[src/rtl/video_timing_gen.sv]
//------------------------------------------------------------------------------
// video_timing_gen
//
// Raster timing generator and output stage for the video path. Free-running
// horizontal/vertical pixel counters feed the character BG layer; the layer's
// color comes back PIPELINE_DELAY cycles later and is re-timed here together
// with data-enable and both syncs, so all video outputs line up.
//
// Ports:
//   clk           pixel clock (single clock domain)
//   reset         synchronous, active-low reset (0 = reset)
//   count_h       horizontal counter, 0..H_TOTAL-1, registered
//   count_v       vertical counter, 0..V_TOTAL-1, registered
//   color_in      pixel color from BG layer, valid PIPELINE_DELAY cycles
//                 after its count
//   color_out     registered pixel color, 0 outside the active area
//   vga_hs        horizontal sync, latency-aligned, active level SYNC_POL
//   vga_vs        vertical sync, latency-aligned, active level SYNC_POL
//   vga_de        data enable, latency-aligned
//   vblank_pulse  one-cycle pulse when the counters reach (0, V_VISIBLE)
//   frame_count   frames completed (counted at each vblank), wraps at 2^32
//------------------------------------------------------------------------------
`timescale 1ns/1ps

module video_timing_gen #(
    parameter int unsigned H_VISIBLE      = 640,
    parameter int unsigned H_FRONT        = 16,
    parameter int unsigned H_SYNC         = 96,
    parameter int unsigned H_BACK         = 48,
    parameter int unsigned V_VISIBLE      = 480,
    parameter int unsigned V_FRONT        = 10,
    parameter int unsigned V_SYNC         = 2,
    parameter int unsigned V_BACK         = 33,
    parameter bit          SYNC_POL       = 1'b0,
    parameter int unsigned PIPELINE_DELAY = 9
) (
    input  logic        clk,
    input  logic        reset,
    output logic [31:0] count_h,
    output logic [31:0] count_v,
    input  logic [7:0]  color_in,
    output logic [7:0]  color_out,
    output logic        vga_hs,
    output logic        vga_vs,
    output logic        vga_de,
    output logic        vblank_pulse,
    output logic [31:0] frame_count
);

    localparam logic [31:0] H_LAST     = 32'(H_VISIBLE + H_FRONT + H_SYNC + H_BACK - 1);
    localparam logic [31:0] V_LAST     = 32'(V_VISIBLE + V_FRONT + V_SYNC + V_BACK - 1);
    localparam logic [31:0] H_VIS      = 32'(H_VISIBLE);
    localparam logic [31:0] V_VIS      = 32'(V_VISIBLE);
    localparam logic [31:0] HS_START   = 32'(H_VISIBLE + H_FRONT);
    localparam logic [31:0] HS_END     = 32'(H_VISIBLE + H_FRONT + H_SYNC);
    localparam logic [31:0] VS_START   = 32'(V_VISIBLE + V_FRONT);
    localparam logic [31:0] VS_END     = 32'(V_VISIBLE + V_FRONT + V_SYNC);
    localparam logic [31:0] V_VIS_PREV = 32'(V_VISIBLE - 1);

    //--------------------------------------------------------------------------
    // Raster counters, vblank pulse and frame counter
    //--------------------------------------------------------------------------
    logic [31:0] count_h_q, count_h_d;
    logic [31:0] count_v_q, count_v_d;
    logic [31:0] frame_count_q, frame_count_d;
    logic        vblank_q, vblank_d;
    logic        h_wrap;

    // NOTE: every signal assigned in always_comb gets a default first, so no
    // path through the block can leave it unassigned and infer a latch.
    always_comb begin
        h_wrap        = (count_h_q == H_LAST);
        count_h_d     = count_h_q + 32'd1;
        count_v_d     = count_v_q;
        frame_count_d = frame_count_q;
        vblank_d      = 1'b0;

        if (h_wrap) begin
            count_h_d = '0;
            count_v_d = (count_v_q == V_LAST) ? '0 : count_v_q + 32'd1;
        end

        // The pulse is registered, so it is raised on the edge that moves the
        // counters onto (0, V_VISIBLE); it is then high in exactly that cycle.
        if (h_wrap && (count_v_q == V_VIS_PREV)) begin
            vblank_d      = 1'b1;
            frame_count_d = frame_count_q + 32'd1;
        end
    end

    // NOTE: state registers use non-blocking assignments so every flop samples
    // the pre-edge value of its inputs regardless of statement order.
    always_ff @(posedge clk) begin
        if (!reset) begin
            count_h_q     <= '0;
            count_v_q     <= '0;
            frame_count_q <= '0;
            vblank_q      <= 1'b0;
        end else begin
            count_h_q     <= count_h_d;
            count_v_q     <= count_v_d;
            frame_count_q <= frame_count_d;
            vblank_q      <= vblank_d;
        end
    end

    //--------------------------------------------------------------------------
    // Raw raster flags from the current counts (sync flags are active-high
    // internally; polarity is applied only at the output register)
    //--------------------------------------------------------------------------
    logic de_raw, hs_raw, vs_raw;

    always_comb begin
        de_raw = (count_h_q < H_VIS) && (count_v_q < V_VIS);
        hs_raw = (count_h_q >= HS_START) && (count_h_q < HS_END);
        vs_raw = (count_v_q >= VS_START) && (count_v_q < VS_END);
    end

    //--------------------------------------------------------------------------
    // Delay line matching the BG layer latency
    //--------------------------------------------------------------------------
    logic de_dly, hs_dly, vs_dly;

    if (PIPELINE_DELAY == 0) begin : g_no_delay
        assign de_dly = de_raw;
        assign hs_dly = hs_raw;
        assign vs_dly = vs_raw;
    end else begin : g_delay
        logic [PIPELINE_DELAY-1:0] de_sr_q;
        logic [PIPELINE_DELAY-1:0] hs_sr_q;
        logic [PIPELINE_DELAY-1:0] vs_sr_q;

        // NOTE: the delay line is a shift register, not a RAM, and it is reset
        // on purpose: a reset mid-frame must not let stale enables or syncs
        // from the aborted frame drain out after release.
        always_ff @(posedge clk) begin
            if (!reset) begin
                de_sr_q <= '0;
                hs_sr_q <= '0;
                vs_sr_q <= '0;
            end else begin
                de_sr_q[0] <= de_raw;
                hs_sr_q[0] <= hs_raw;
                vs_sr_q[0] <= vs_raw;
                for (int i = 1; i < int'(PIPELINE_DELAY); i++) begin
                    de_sr_q[i] <= de_sr_q[i-1];
                    hs_sr_q[i] <= hs_sr_q[i-1];
                    vs_sr_q[i] <= vs_sr_q[i-1];
                end
            end
        end

        assign de_dly = de_sr_q[PIPELINE_DELAY-1];
        assign hs_dly = hs_sr_q[PIPELINE_DELAY-1];
        assign vs_dly = vs_sr_q[PIPELINE_DELAY-1];
    end

    //--------------------------------------------------------------------------
    // Output register: color is blanked wherever the aligned enable is low
    //--------------------------------------------------------------------------
    logic [7:0] color_q;
    logic       de_q, hs_q, vs_q;

    always_ff @(posedge clk) begin
        if (!reset) begin
            color_q <= 8'h00;
            de_q    <= 1'b0;
            hs_q    <= ~SYNC_POL;
            vs_q    <= ~SYNC_POL;
        end else begin
            color_q <= de_dly ? color_in : 8'h00;
            de_q    <= de_dly;
            hs_q    <= hs_dly ? SYNC_POL : ~SYNC_POL;
            vs_q    <= vs_dly ? SYNC_POL : ~SYNC_POL;
        end
    end

    assign count_h      = count_h_q;
    assign count_v      = count_v_q;
    assign frame_count  = frame_count_q;
    assign vblank_pulse = vblank_q;
    assign color_out    = color_q;
    assign vga_de       = de_q;
    assign vga_hs       = hs_q;
    assign vga_vs       = vs_q;

endmodule

[config.mk]
export PLATFORM = sky130hd
export DESIGN_NAME = video_timing_gen
export DESIGN_NICKNAME = d
export VERILOG_FILES = /design/src/rtl/video_timing_gen.sv
export SDC_FILE = /design/constraint.sdc
export NUM_CORES = 1
export LEC_CHECK = 0
export ABC_AREA = 1
export CAP_MARGIN = 10
export CORE_AREA = 2 2 121 123
export CTS_CLUSTER_SIZE = 10
export DETAILED_ROUTE_END_ITERATION = 8
export DIE_AREA = 0 0 123 125
export GPL_TIMING_DRIVEN = 1
export PLACE_DENSITY_LB_ADDON = 0.05
export SETUP_SLACK_MARGIN = 0.05
export SYNTH_ARGS = -nofsm -noshare
export SYNTH_HDL_FRONTEND = slang
export SYNTH_SLANG_ARGS = --single-unit
[constraint.sdc]
create_clock -name clk -period 2.2 [get_ports clk]
set_input_delay 0.55 -clock clk [delete_from_list [all_inputs] [get_ports clk]]
set_output_delay 0.55 -clock clk [all_outputs]
set_load 0.02 [all_outputs]
---- After elaboration in Yosys (flattened, before gate mapping) ----
Index checks and enable logic that the tools add are counted.
word-level totals
  word-level logic and storage cells ...... 34
  output and inout port bits .............. 108
  flip-flop bits (word level) ............. 135
operators by class
  bitwise logic cells ..................... 1
  reductions and logical operators ........ 6
  $add $sub $neg .......................... 3
  $lt $le $gt $ge ......................... 6
  equal/unequal tests ..................... 3
  muxes and demuxes ....................... 4
operators by type and width
  operator                                                number
  adder 32 x 1 -> 32 bit (second input constant)          3
  equality test 32 x 10 -> 1 bit (second input constant)  2
  < comparator 32 x 10 -> 1 bit (second input constant)   2
  < comparator 32 x 9 -> 1 bit (second input constant)    2
  equality test 32 x 9 -> 1 bit (second input constant)   1
  >= comparator 32 x 10 -> 1 bit (second input constant)  1
  >= comparator 32 x 9 -> 1 bit (second input constant)   1
  2-to-1 mux 32 bit                                       1
  logical AND 1 bit                                       4
  2-to-1 mux 1 bit                                        3
  AND reduction 2 bit                                     1
  OR reduction 2 bit                                      1
  NOT 1 bit                                               1

---- Logic depth before layout (Yosys ltp) ----
Gate-level depths: netlist of the first run.
  word-level depth ........................ 3
  gate-level depth with buffers ........... 11
  depth with buffers taken out ............ 10

---- Worst setup path before layout of the first run ----
OpenSTA, ideal clock, no wires.
  kind .................................... register to register
  start ................................... register frame_count_q[0] (netlist: frame_count[0])
  end ..................................... register frame_count_q[16] (netlist: frame_count[16])
  stages on the path, launching flop included .. 10
  path slack .............................. 0.412 ns
  required time ........................... 2.130 ns
  arrival time ............................ 1.718 ns
  cells stage by stage .................... dfxtp_1 -> ha_1 -> buf_2 -> inv_1 -> nor2_1 -> nand2_1 -> nor2_1 -> xor2_1 -> nand2_1 -> a21oi_1
between the ends
  cells in the longest elaborated chain, start to end .. 1
RTL lines
  element                   RTL line  source
  start: declaration        65        logic [31:0] frame_count_q, frame_count_d;
  start signal: assignment  102       frame_count_q <= frame_count_d;
  adder 32 x 1 -> 32 bit    87        frame_count_d = frame_count_q + 32'd1;
Every way passes these cells.
A chain may end at the register's enable or synchronous reset.

---- Worst setup path after layout of the first run ----
  start ................................... register frame_count_q[0] (netlist: frame_count[0])
  end ..................................... output port frame_count[0]
RTL lines
  element           RTL line  source
  end: declaration  47        output logic [31:0] frame_count
No word-level cell between the ends.

==> results of run 1 <==
==> layout make-up <==
class,instances,area (um^2),share of cell area
Tap cell,184,230,0.0243
Timing Repair Buffer,134,1350,0.143
Inverter,146,548,0.0579
Sequential cell,135,2710,0.286
Clock inverter,15,191,0.0202
Multi-Input combinational cell,916,4010,0.424
Clock buffer,17,425,0.0450
==> state kept, by name (all words and copies together) (netlist names) <==
signal	cells
vblank_pulse	1
count_h	32
g_delay.vs_sr_q	9
g_delay.hs_sr_q	9
vga_de	1
vga_vs	1
color_out	8
g_delay.de_sr_q	9
vga_hs	1
frame_count	32
count_v	32
==> what timing repair did <==
item / 4_1_cts / 5_1_grt
endpoints found under the setup margin: 3 / 12
pin swaps: 0 / 0
resized for setup: 3 / 12
==> Yosys cell counts (all sizes together) <==
cell type	instances	area (um^2)
nand2	457	1750
nor4	4	25.0
inv	146	548
or2	4	25.0
xor2	10	87.6
a21oi	69	383
o21ai	12	60.1
dfxtp	135	2700
nor2	210	823
nor3b	1	7.51
nand3	100	500
nand3b	5	37.5
nor3	18	95.1
nand4	11	68.8
xnor2	10	87.6
clkbuf	11	41.3
ha	5	62.6
buf	16	118
==> kinds of logic after synthesis <==
| family | count (synthesis) | share of synthesized area |
|---|---|---|
| XOR/XNOR | 20 | 0.0236 |
| adder cells (fa/ha/maj) | 5 | 0.00843 |
| flip-flops | 135 | 0.364 |
| AND/OR/NAND/NOR | 810 | 0.449 |
| buffers and inverters | 173 | 0.0953 |
| AO/OA/AOI/OAI | 81 | 0.0597 |
==> power breakdown <==
part	switching (mW)	internal [mW]	leakage, nW
Sequential	0.00711	2.45	1.09
Combinational	0.0603	0.0374	2.50
Clock	1.33	1.55	0.300
==> stage by stage <==
stage / cell area, um^2 / std cells / total power [mW] / hold slack, ns
floorplan: 7420 / 1224 / 2.57 / 0.343
global placement: 8820 / 1515 / 2.61 / 0.349
detailed placement: 8820 / 1515 / 2.61 / 0.351
CTS: 9430 / 1547 / 5.48 / 0.368
global route: 9460 / 1547 / 5.62 / 0.403
finish: 9460 / 1547 / 5.43 / 0.365
==> worst paths after layout <==
kind	start	endpoint	slack, ns	cells past startpoint
worst max-delay path	frame_count[0]	frame_count[0]	0.09	1
worst min-delay path	g_delay.vs_sr_q[8]	vga_vs	0.37	1
worst max register to register	count_v[1]	frame_count[31]	0.34	10
worst min register to register	g_delay.vs_sr_q[8]	vga_vs	0.37	1
==> metal layers <==
layer / vias to the layer above / track usage
li1: 4057 / -
met1: 3486 / 0.353
met2: 271 / 0.413
met3: 21 / 0.0570
met4: 0 / 0.0702
met5: - / 0
==> cells in the final DEF, fill, tap and decap left out <==
| cell | count |
|---|---|
| a21oi_1 | 59 |
| a21oi_2 | 10 |
| buf_12 | 2 |
| buf_4 | 15 |
| clkbuf_16 | 17 |
| clkdlybuf4s50_1 | 104 |
| clkinv_4 | 1 |
| clkinv_8 | 6 |
| dfxtp_1 | 133 |
| dfxtp_2 | 2 |
| dlygate4sd2_1 | 2 |
| dlymetal6s2s_1 | 11 |
| ha_1 | 5 |
| inv_1 | 135 |
| inv_2 | 11 |
| inv_6 | 2 |
| inv_8 | 6 |
| nand2_1 | 444 |
| nand2_2 | 13 |
| nand3_1 | 100 |
| nand3b_1 | 5 |
| nand4_1 | 11 |
| nor2_1 | 202 |
| nor2_2 | 5 |
| nor2_4 | 3 |
| nor3_1 | 17 |
| nor3_2 | 1 |
| nor3b_1 | 1 |
| nor4_1 | 4 |
| o21ai_0 | 12 |
| or2_2 | 4 |
| xnor2_1 | 10 |
| xor2_1 | 10 |
==> flow_metrics.tcl, run 1 <==
set metrics [dict create \
    wl_met3_mm 1.43 \
    cp-end-kind "primary output" \
    synth_warnings 0 \
    timing.fmax_mhz 474 \
    fin_setup_tns_ns 0 \
    numCtsBuffers 17 \
    die_area_mm2 0.0154 \
    pwr_density_cell_mw_per_mm2 574 \
    crit_slowest_cell "clkdlybuf4s50_1" \
    routedWlPerCell_um 12.7 \
    crit_arrival_ns 1.56 \
    portBuffers 117 \
    grt_antenna_before_repair 0 \
    synth_area_per_cell_um2 6.06 \
    antenna_cells 0 \
    num_vias 7835 \
    finalCritPeriodShare 0.959 \
    postSynthNetCount 1239 \
    hold_viol 0 \
    slew_violations 0 \
    clock_latency_ns 0.43 \
    tritoncts "built" \
    areaGrowthSynthToFinish_pct 27.5 \
    path_clk_slew_ns 0.07 \
    ant_nets 0 \
    start_kind "register" \
    grt_usage 0.259 \
    cp.buffers_inverters 1 \
    peakVddDrop_mv 0.441 \
    place_congestion 0.944 \
    synth_cells 1224 \
    dr.max_layer_used "met4" \
    die_y_um 125 \
    grt_max_degree 62 \
    skew_ns 0.0123 \
    cp_cell_sequence "clkdlybuf4s50_1" \
    drtPass1Iterations 5 \
    period_needed_ns 2.11 \
    routed_wl_mm 19.7 \
    critPathMaxFanout 5 \
    fillCellCount 1376 \
    drtIter0Drc 624 \
    grt-ovfl-total 0 \
    cts_setup_buffers 0 \
    finalSetupViolCount 0 \
    syn_area_mm2 0.00742 \
    rows 44 \
    hp-class "register to register" \
    met1_length_mm 8.91 \
    worst-setup-path-type "register to primary output" \
    dp_slack_ns 0.310 \
    p_leak_nw 3.89 \
    io_pins 118 \
    dp.final_hpwl_mm 14.5 \
    drc 0 \
    drv_cap 0 \
    fp.coreArea_mm2 0.0142 \
    htree_levels 4 \
    die-width_um 123 \
    initial_core_util 0.522 \
    grt_pass1_wl_mm 32.3 \
    crit_family "buffers and inverters" \
    ys_types 25 \
    cts_buffer_depth 2 \
    cp.required_ns 1.65 \
    ys_seq_area_frac 0.364 \
    hold_buffers 0 \
    clock_sinks 135 \
    fin_nets 1365 \
    rsz0062_at_grt "false" \
    drive_above_1_share 0.0719 \
    first_global_vias 6734 \
    status "complete, no violations" \
    worst_pin_slew_ns 0.576 \
    cts-root-buf "clkbuf_16" \
    met2_length_mm 9.05 \
    finalWorstSetupSlack_ns 0.0894 \
    ys_ff_latch 135 \
    slowest_delay_ns 0.66 \
    vias_per_cell 5.06 \
    relSlewSlack 0.612 \
    final_util 0.666 \
]
No activity file was read; power rests on OpenSTA's default activity.
==> run 2: changes to the inputs <==
- CORE_AREA: 2 2 121 123 -> 2 2 116 118
- DIE_AREA: 0 0 123 125 -> 0 0 118 120
- clock period: 2.2 -> 2.6 ns (I/O delays scaled with it)
==> flow_metrics.tcl, run 2 (synthesis results as in run 1) <==
set metrics [dict create \
    rsz0062_at_grt "false" \
    grt_usage 0.277 \
    slew_violations 0 \
    routed_wl_mm 19.4 \
    layout_common_cells "444 x nand2_1, 202 x nor2_1, 135 x inv_1, 135 x dfxtp_1, 117 x clkdlybuf4s50_1" \
    initial_core_util 0.572 \
    num_vias 7852 \
    skew_ns 0.00925 \
    cts_setup_buffers 0 \
    portBuffers 117 \
    dp_cells 1501 \
    peakVddDrop_mv 0.332 \
    worst-setup-path-type "register to primary output" \
    tritoncts "built" \
    vias_per_cell 5.12 \
    place_congestion 0.919 \
    cp-end-kind "primary output" \
    ff2ff_path_depth 8 \
    fin_setup_tns_ns 0 \
    start_kind "register" \
    cts_buffer_depth 2 \
    path_clk_slew_ns 0.07 \
    drtIter0Drc 601 \
    cp.required_ns 1.95 \
    grt_max_degree 42 \
    drtPass1Iterations 6 \
    die_y_um 120 \
    drc 0 \
    cts-root-buf "clkbuf_16" \
    drive_above_1_share 0.0663 \
    slowest_delay_ns 0.67 \
    pwr_density_cell_mw_per_mm2 487 \
    r2r_start "frame_count[0]" \
    regArea_mm2 0.00270 \
    timing.fmax_mhz 437 \
    grt_antenna_before_repair 0 \
    status "complete, no violations" \
    die-width_um 118 \
    hold_viol 0 \
    finalSetupViolCount 0 \
    cp.buffers_inverters 1 \
    p_leak_nw 3.62 \
    final_common_cell "nand2_1" \
    io_pins 118 \
    critPathMaxFanout 9 \
    clock_sinks 135 \
    fp.coreArea_mm2 0.0130 \
    hp-class "register to register" \
    ant_nets 0 \
    cp_cell_sequence "clkdlybuf4s50_1" \
    reg2reg_slack_ns 0.53 \
    worst_pin_slew_ns 0.700 \
    rows 42 \
    timing.rr.end "frame_count[16]" \
    crit_slowest_cell "clkdlybuf4s50_1" \
    crit_path_start "count_v[8]" \
    power_mw 4.55 \
    fillCellCount 1187 \
    crit_family "buffers and inverters" \
    drv_cap 0 \
    multi_input_area_mm2 0.00401 \
    relSlewSlack 0.533 \
    clock_latency_ns 0.43 \
    crit_arrival_ns 1.64 \
    fin_nets 1359 \
    finalCritPeriodShare 0.880 \
    final_cells 1533 \
    areaGrowthSynthToFinish_pct 25.9 \
    grt_pass1_wl_mm 32.2 \
    antenna_cells 0 \
    hold_buffers 0 \
    routedWlPerCell_um 12.6 \
    period_needed_ns 2.29 \
    first_global_vias 6910 \
    htree_levels 4 \
    dp.final_hpwl_mm 14.0 \
    path_depth 1 \
    grt-ovfl-total 0 \
    numCtsBuffers 17 \
    die_area_mm2 0.0142 \
    critPathCapture "count_v[8]" \
    cts-resized-gates 0 \
]
## run 2: cell count changes in the layout (fill, tap and decap cells not counted)
cell and delta:
buf_4 -4, clkinv_4 -1, buf_12 -2, clkinvlp_4 +2
inv_6 +1, inv_8 -1, clkinv_8 -1, dlymetal6s2s_1 -11
dfxtp_2 -2, clkdlybuf4s50_1 +13, dlygate4sd2_1 -2, dfxtp_1 +2
## run 2: cell type report
cell class,instances,share of cell area
Multi-Input combinational cell,916,0.429
Sequential cell,135,0.289
Timing Repair Buffer,128,0.134
Inverter,146,0.0587
Clock buffer,17,0.0455
Tap cell,176,0.0236
Clock inverter,15,0.0192
## run 2: worst min-delay path by stage
stage,startpoint,endpoint,depth (start not counted)
after floorplan,g_delay.hs_sr_q[8],vga_hs,1
after global placement,g_delay.hs_sr_q[8],vga_hs,1
after detailed placement,g_delay.hs_sr_q[8],vga_hs,1
after CTS,g_delay.hs_sr_q[8],vga_hs,1
after global routing,g_delay.vs_sr_q[8],vga_vs,1
final,g_delay.vs_sr_q[8],vga_vs,1
## run 2: through the flow
stage	hold slack, ns	setup slack (ns)	instance area, um^2	util
5_1_grt	0.391	0.268	9340	0.720
6_report	0.367	0.313	9340	0.720
3_5_place_dp	0.353	0.495	8740	0.673
4_1_cts	0.369	0.304	9340	0.720
3_3_place_gp	0.347	0.523	8740	0.673
2_1_floorplan	0.343	0.812	7420	-
## run 2: worst register-to-register path: stages (launching register included)
cell and delay, ns:
dfxtp_1 0.51, ha_1 0.38, inv_1 0.10, nor2_1 0.26, nand2_1 0.19, nor2_1 0.21, xor2_1 0.17, nand2_1 0.07
a21oi_1 0.12
## run 2: power breakdown
group / internal (mW) / switching [mW] / total, mW
combinational: 0.0297 / 0.0512 / 0.0809
sequential: 2.07 / 0.00584 / 2.08
clock: 1.30 / 1.09 / 2.39
## run 2: routing by layer
metal / GRT usage / up-vias / wire (um)
li1: - / 4033 / -
met1: 0.365 / 3501 / 8840
met2: 0.455 / 283 / 8850
met3: 0.0518 / 35 / 1310
met4: 0.0994 / 0 / 389
met5: 0 / - / 0
